File: src/rtl/output_delta_gen_if.sv
// Stream bundle for the output-layer delta generator: act/adot beats in,
// delta beats out, plus the per-sample prediction report.
interface output_delta_gen_if #(
  parameter int n     = 16,
  parameter int zn    = 2,
  parameter int width = 16
);
  logic                   in_valid;
  logic                   in_ready;
  logic [width*zn-1:0]    act_in_package;
  logic [width*zn-1:0]    adot_in_package;
  logic [$clog2(n)-1:0]   label;
  logic                   out_valid;
  logic                   out_ready;
  logic [width*zn-1:0]    del_out_package;
  logic                   out_last;
  logic                   pred_valid;
  logic                   pred_correct;

  modport master (
    output in_valid, act_in_package, adot_in_package, label, out_ready,
    input  in_ready, out_valid, del_out_package, out_last, pred_valid, pred_correct
  );

  modport slave (
    input  in_valid, act_in_package, adot_in_package, label, out_ready,
    output in_ready, out_valid, del_out_package, out_last, pred_valid, pred_correct
  );
endinterface

File: src/rtl/output_delta_gen.sv
// Output-layer error source: del = (a - onehot(label)) * a' per neuron,
// buffered in a small FIFO, with argmax-vs-label prediction reporting.
module output_delta_gen #(
  parameter int n        = 16,
  parameter int zn       = 2,
  parameter int width    = 16,
  parameter int int_bits = 5,
  parameter int depth    = 4
) (
  input  logic               clk,
  input  logic               reset_n,
  output_delta_gen_if.slave  bus
);

  localparam int FRAC = width - int_bits - 1;
  localparam int NB   = n / zn;
  localparam int CW   = (NB > 1) ? $clog2(NB) : 1;
  localparam int LW   = (n > 1) ? $clog2(n) : 1;
  localparam int AW   = $clog2(depth);
  localparam int PW   = 2 * width + 2;
  localparam int DW   = width * zn;

  logic [CW-1:0]    r_beat;
  logic [LW-1:0]    r_label;
  logic [LW-1:0]    r_max_idx;
  logic [width-1:0] r_max_val;
  logic             r_pred_valid;
  logic             r_pred_correct;
  logic [DW:0]      r_mem [depth];
  logic [AW:0]      r_wp;
  logic [AW:0]      r_rp;

  logic             w_first;
  logic             w_last_beat;
  logic [LW-1:0]    w_label_eff;
  logic [LW-1:0]    w_base;
  logic [DW-1:0]    w_del_pkg;
  logic [width-1:0] w_mv;
  logic [LW-1:0]    w_mi;
  logic             w_full;
  logic             w_empty;
  logic             w_push;
  logic             w_pop;
  logic [DW:0]      w_head;
  logic [width:0]   w_one;

  assign w_first     = (r_beat == '0);
  assign w_last_beat = (r_beat == CW'(NB - 1));
  assign w_label_eff = w_first ? bus.label : r_label;
  assign w_base      = LW'(r_beat) * LW'(zn);
  assign w_one       = {{(width - FRAC){1'b0}}, 1'b1, {FRAC{1'b0}}};

  for (genvar g = 0; g < zn; g++) begin : g_slice
    logic [width-1:0]        w_act;
    logic [width-1:0]        w_adot;
    logic                    w_hit;
    logic signed [width:0]   w_y;
    logic signed [width:0]   w_diff;
    logic signed [PW-1:0]    w_prod;
    logic signed [PW-1:0]    w_res;
    logic [PW-width:0]       w_top;
    logic [width-1:0]        w_sat;

    assign w_act  = bus.act_in_package[g*width +: width];
    assign w_adot = bus.adot_in_package[g*width +: width];
    assign w_hit  = ((w_base + LW'(g)) == w_label_eff);
    assign w_y    = w_hit ? w_one : '0;
    assign w_diff = $signed({1'b0, w_act}) - w_y;
    // Operands pre-extended to full product width so the low PW bits are exact.
    assign w_prod = {{(width + 1){w_diff[width]}}, w_diff} * {{(width + 2){1'b0}}, w_adot};
    assign w_res  = w_prod >>> FRAC;
    assign w_top  = w_res[PW-1:width-1];
    assign w_sat  = (&w_top || ~|w_top) ? w_res[width-1:0]
                  : (w_res[PW-1] ? {1'b1, {(width - 1){1'b0}}} : {1'b0, {(width - 1){1'b1}}});
    assign w_del_pkg[g*width +: width] = w_sat;
  end

  // Strictly-greater update, low slice first: ties keep the lowest index.
  always_comb begin
    w_mv = w_first ? '0 : r_max_val;
    w_mi = w_first ? '0 : r_max_idx;
    for (int unsigned i = 0; i < zn; i++) begin
      if (bus.act_in_package[i*width +: width] > w_mv) begin
        w_mv = bus.act_in_package[i*width +: width];
        w_mi = w_base + LW'(i);
      end
    end
  end

  assign w_empty = (r_wp == r_rp);
  assign w_full  = (r_wp[AW] != r_rp[AW]) && (r_wp[AW-1:0] == r_rp[AW-1:0]);
  assign w_push  = bus.in_valid && !w_full;
  assign w_pop   = !w_empty && bus.out_ready;
  assign w_head  = r_mem[r_rp[AW-1:0]];

  assign bus.in_ready        = !w_full;
  assign bus.out_valid       = !w_empty;
  assign bus.del_out_package = w_empty ? '0 : w_head[DW-1:0];
  assign bus.out_last        = !w_empty && w_head[DW];
  assign bus.pred_valid      = r_pred_valid;
  assign bus.pred_correct    = r_pred_correct;

  always_ff @(posedge clk) begin
    if (w_push) r_mem[r_wp[AW-1:0]] <= {w_last_beat, w_del_pkg};
  end

  always_ff @(posedge clk or negedge reset_n) begin
    if (!reset_n) begin
      r_beat         <= '0;
      r_label        <= '0;
      r_max_idx      <= '0;
      r_max_val      <= '0;
      r_pred_valid   <= 1'b0;
      r_pred_correct <= 1'b0;
      r_wp           <= '0;
      r_rp           <= '0;
    end else begin
      r_pred_valid <= w_push && w_last_beat;
      if (w_push) begin
        r_wp      <= r_wp + (AW + 1)'(1);
        r_beat    <= w_last_beat ? '0 : r_beat + CW'(1);
        r_max_val <= w_mv;
        r_max_idx <= w_mi;
        if (w_first) r_label <= bus.label;
        if (w_last_beat) r_pred_correct <= (w_mi == w_label_eff);
      end
      if (w_pop) r_rp <= r_rp + (AW + 1)'(1);
    end
  end

endmodule

File: src/flat_wrapper.sv
// flat-port wrapper written by rule: the top's interface ports become plain ports
module output_delta_gen_flat 
#(
  parameter int n        = 16,
  parameter int zn       = 2,
  parameter int width    = 16,
  parameter int int_bits = 5,
  parameter int depth    = 4
)
  (clk, reset_n, bus_in_valid, bus_act_in_package, bus_adot_in_package, bus_label, bus_out_ready, bus_in_ready, bus_out_valid, bus_del_out_package, bus_out_last, bus_pred_valid, bus_pred_correct);
  output_delta_gen_if #(.n(n), .zn(zn), .width(width)) bus_i ();
  input  logic clk;
  input  logic reset_n;
  input wire logic [$bits(bus_i.in_valid)-1:0] bus_in_valid;
  input wire logic [$bits(bus_i.act_in_package)-1:0] bus_act_in_package;
  input wire logic [$bits(bus_i.adot_in_package)-1:0] bus_adot_in_package;
  input wire logic [$bits(bus_i.label)-1:0] bus_label;
  input wire logic [$bits(bus_i.out_ready)-1:0] bus_out_ready;
  output wire logic [$bits(bus_i.in_ready)-1:0] bus_in_ready;
  output wire logic [$bits(bus_i.out_valid)-1:0] bus_out_valid;
  output wire logic [$bits(bus_i.del_out_package)-1:0] bus_del_out_package;
  output wire logic [$bits(bus_i.out_last)-1:0] bus_out_last;
  output wire logic [$bits(bus_i.pred_valid)-1:0] bus_pred_valid;
  output wire logic [$bits(bus_i.pred_correct)-1:0] bus_pred_correct;
  assign bus_i.in_valid = bus_in_valid;
  assign bus_i.act_in_package = bus_act_in_package;
  assign bus_i.adot_in_package = bus_adot_in_package;
  assign bus_i.label = bus_label;
  assign bus_i.out_ready = bus_out_ready;
  assign bus_in_ready = bus_i.in_ready;
  assign bus_out_valid = bus_i.out_valid;
  assign bus_del_out_package = bus_i.del_out_package;
  assign bus_out_last = bus_i.out_last;
  assign bus_pred_valid = bus_i.pred_valid;
  assign bus_pred_correct = bus_i.pred_correct;
  output_delta_gen #(.n(n), .zn(zn), .width(width), .int_bits(int_bits), .depth(depth)) u_core (.clk(clk), .reset_n(reset_n), .bus(bus_i));
endmodule
File: config.mk
export PLATFORM = sky130hd
export DESIGN_NAME = output_delta_gen_flat
export DESIGN_NICKNAME = d
export VERILOG_FILES = /design/src/rtl/output_delta_gen_if.sv /design/src/rtl/output_delta_gen.sv /design/src/flat_wrapper.sv
export SDC_FILE = /design/constraint.sdc
export NUM_CORES = 2
export LEC_CHECK = 0
export CAP_MARGIN = 20
export CORE_UTILIZATION = 45
export CTS_CLUSTER_DIAMETER = 40
export DETAILED_ROUTE_END_ITERATION = 12
export SYNTH_ARGS = -nofsm -noshare
export SYNTH_HDL_FRONTEND = slang
export SYNTH_SLANG_ARGS = --single-unit
File: constraint.sdc
create_clock -name clk -period 12.1 [get_ports clk]
set_input_delay 3.63 -clock clk [delete_from_list [all_inputs] [get_ports clk]]
set_output_delay 3.63 -clock clk [all_outputs]
set_load 0.05 [all_outputs]
==> out/results.txt <==
Clock-pin slew was measured on the worst setup and hold paths at 60 ps. The sequential share of the synthesized area was 0.165; the data required time of the worst path was 12280 ps. The via count of the first global-routing pass came out at 22800. The total overflow left after global routing is 0. The antenna diode count came out at 0. After detailed routing, the number of remaining DRC violations is 0. By area, the combinational part of the netlist is dominated by adder cells.

For the number of antenna violations at the first check in global routing, the log shows 0. In this run the tool buffered the top-level ports with 108 buffer cells. The logs give 0.455 for the initial core utilization and 3844 for the net count after synthesis. The maximum clock skew at final layout came out at 8.55 ps. The flip-flop cell with the highest count after synthesis was sky130_fd_sc_hd__edfxtp_1. The logs give 17 for the number of buffers created by CTS and 0 for the number of nets with antenna violations after routing. The synthesized design contains 132 enable-type register cells.

The worst min-delay path class is reg2reg. The complex-gate fraction of the synthesized area is 0.0632. The async set or reset register ratio after synthesis came out at 0.210. The total buffers and inverters traversed by the critical path came out at 10. In this run the clock root is driven by a sky130_fd_sc_hd__clkbuf_16. Post-route fraction of the period consumed by the critical path: 0.971. The routed layout has 20800 vias. The kind of end point of the critical path was a register. The number of distinct library cells after synthesis was 71; the fraction of synthesized area in multiplexers was 0.0291. The tools report the pin count of the biggest net entering global routing as 36. Leaving out fill and tap cells, the most frequent cell in the layout is sky130_fd_sc_hd__inv_1. The number of pins with negative max-slew slack in the final report is 0. Clock latency on the worst-skew pair, taken at its later pin, is 460 ps. The first global-routing pass estimated 119000 um of wire. Number of nets in the layout: 4024. For the post-synthesis cell count, the log shows 3004. Counting along the longest clock path gives a buffer depth of 2.

The simple logic cell fraction of the synthesized area is 0.143, and the half-perimeter wire length after detailed placement is 59000 um. For the first-pass iteration count of the detailed router, the log shows 5. Ranked by total cell area, the synthesized netlist is headed by sky130_fd_sc_hd__fa_1 38%, sky130_fd_sc_hd__edfxtp_1 14%, sky130_fd_sc_hd__ha_1 9.1%, sky130_fd_sc_hd__inv_1 9.1%, sky130_fd_sc_hd__and2_1 4.7%. Setup repair after global routing could not meet its margin everywhere. The average wire per standard cell came out at 17.7 um. XOR/XNOR share of the synthesized area: 0.0227. Among cell families on the critical path, the largest total delay comes from adder cells. The tools report the total I/O pin count as 109. The max-slew headroom at the worst pin is 0.301, and the average vias per placed instance is 5.13. The tool flagged a number of max-cap violations equal to 0.

The post-synthesis to final-layout area growth works out to 13.3%. TritonCTS built the clock tree. The setup path with the least slack is of type in2reg. The flow ran to the end, and the final reports show no timing, DRC or antenna violations. The time the final worst path needs with I/O delays and setup was 11750 ps. The proportion of layout cells with a drive suffix above 1 was 0.0901; the number of register bits inferred by synthesis was 167. In this run the cell area of the synthesized design comes to 29300 um^2. The floorplan has 93 rows. The floorplan step defined a die boundary enclosing 66100 um^2. The worst slack on hold paths is 473 ps.

After the first detailed-routing iteration, the DRC count stood at 974. The largest stage delay on the critical path was 570 ps. The congestion estimate from routability-driven global placement came to 0.879. The run gives 64300 um^2 as the total core area.

Averaged over all synthesized cells, the footprint is 9.75 um^2. Static timing analysis puts the maximum clock frequency at 85.1 MHz. The setup violation total in the final timing report is 0. The transition time of the tightest slew-check pin is 1050 ps, and the sink count of the clock tree is 167. The fraction of post-synthesis cell area in the top cell type by area is 0.379. The die span in x was 257 um. The logs give 0.229 for the aggregate global-route resource usage and 4 for the level count of the clock H-tree. STA classifies the critical path startpoint as a primary input.

The die height is 257 um. The slowest library cell on the worst path is sky130_fd_sc_hd__fa_1. The Yosys warning count is 0, and the critical-path maximum fanout is 11. By instance count, the cell type seen most on the critical path is sky130_fd_sc_hd__fa_1. Data arrives at the worst endpoint at 11930 ps.

The hold buffer count at CTS is 0, and the final count of hold timing violations is 0. Library cell occupying the most area in the post-synthesis netlist: sky130_fd_sc_hd__fa_1. The adder-cell share of the synthesized area came out at 0.470.

In the layout the commonest cells are 711 x sky130_fd_sc_hd__inv_1, 554 x sky130_fd_sc_hd__fa_1, 345 x sky130_fd_sc_hd__nand2_1, 219 x sky130_fd_sc_hd__and2_1, 214 x sky130_fd_sc_hd__ha_1. The total detailed-routing wirelength is 71900 um.
==> cells by family (layout without fill, tap and decap cells) <==
kind of cell / Yosys count / after routing
flops: 167 / 167
buf+inv: 824 / 1017
simple gates: 832 / 832
xor+xnor: 76 / 76
fa+ha+maj: 768 / 768
compound gates: 294 / 294
mux: 43 / 43
==> cell type report <==
type                            instances  area (um^2)
Fill cell                            5847        31200
Clock buffer                           18          429
Clock inverter                         14          149
Sequential cell                       167         4840
Tap cell                              855         1070
Timing Repair Buffer                  273         2400
Multi-Input combinational cell       2013        21600
Inverter                              712         2670
==> routing by layer <==
layer / global-route usage / part of all wire / up-vias
li1: - / - / 9581
met1: 0.308 / 0.45 / 10600
met2: 0.378 / 0.47 / 476
met3: 0.0395 / 0.052 / 111
met4: 0.0701 / 0.029 / 0
met5: 0 / 0 / -
==> final timing paths <==
path                                      from                  end  slack [ps]  cells past startpoint
max                               bus_label[2]  u_core.r_mem[3][14]         350                     35
min                        u_core.r_max_val[0]  u_core.r_max_val[0]         470                      2
max reg2reg                   u_core.r_beat[0]  u_core.r_mem[3][14]        2100                     37
min reg2reg                u_core.r_max_val[0]  u_core.r_max_val[0]         470                      2
max in group asynchronous              reset_n       u_core.r_rp[0]        8080                      1
min in group asynchronous              reset_n    u_core.r_label[2]        3330                      1
==> cells in the mapped netlist (all sizes together), types with 54 or more instances <==
library cell	n
edfxtp	132
nand2	345
inv	712
nor2	62
nand2b	54
ha	214
and2	219
clkbuf	103
a21oi	92
o21ai	81
fa	554
nor2b	60
==> metrics by stage <==
step	std cells	instance area (um^2)	TNS, ps	utilization	setup slack [ps]
after floorplan	3004	29300	0	-	569
final	4052	33200	0	0.515	346
after global placement	4015	32300	-40670	0.501	-705
after detailed placement	4015	32300	-44030	0.501	-795
after global routing	4052	33200	-139	0.515	-35.9
after CTS	4047	32900	0	0.511	98.1
==> state kept, by name, summed over array words and instances, names as in the netlist <==
register	count
u_core.r_wp	3
u_core.r_label	4
u_core.r_mem	132
u_core.r_beat	3
u_core.r_max_val	16
u_core.r_rp	3
u_core.bus.pred_valid	1
u_core.r_max_idx	4
u_core.bus.pred_correct	1
==> worst min-delay path, cell delays in order (launching register included) <==
cell and delay [ps]:
sky130_fd_sc_hd__dfrtp_1 330, sky130_fd_sc_hd__nand2_1 40, sky130_fd_sc_hd__o21ai_0 60
==> repair_timing <==
action / in CTS / in global routing
resized for setup: 3 / 59
setup endpoints to repair: 60 / 120
buffers inserted: 0 / 3
cloned: 0 / 1
pin swaps: 0 / 15
Power is not shown: default switching activity piles up to over one toggle a cycle in this logic, so the estimate is an artifact.
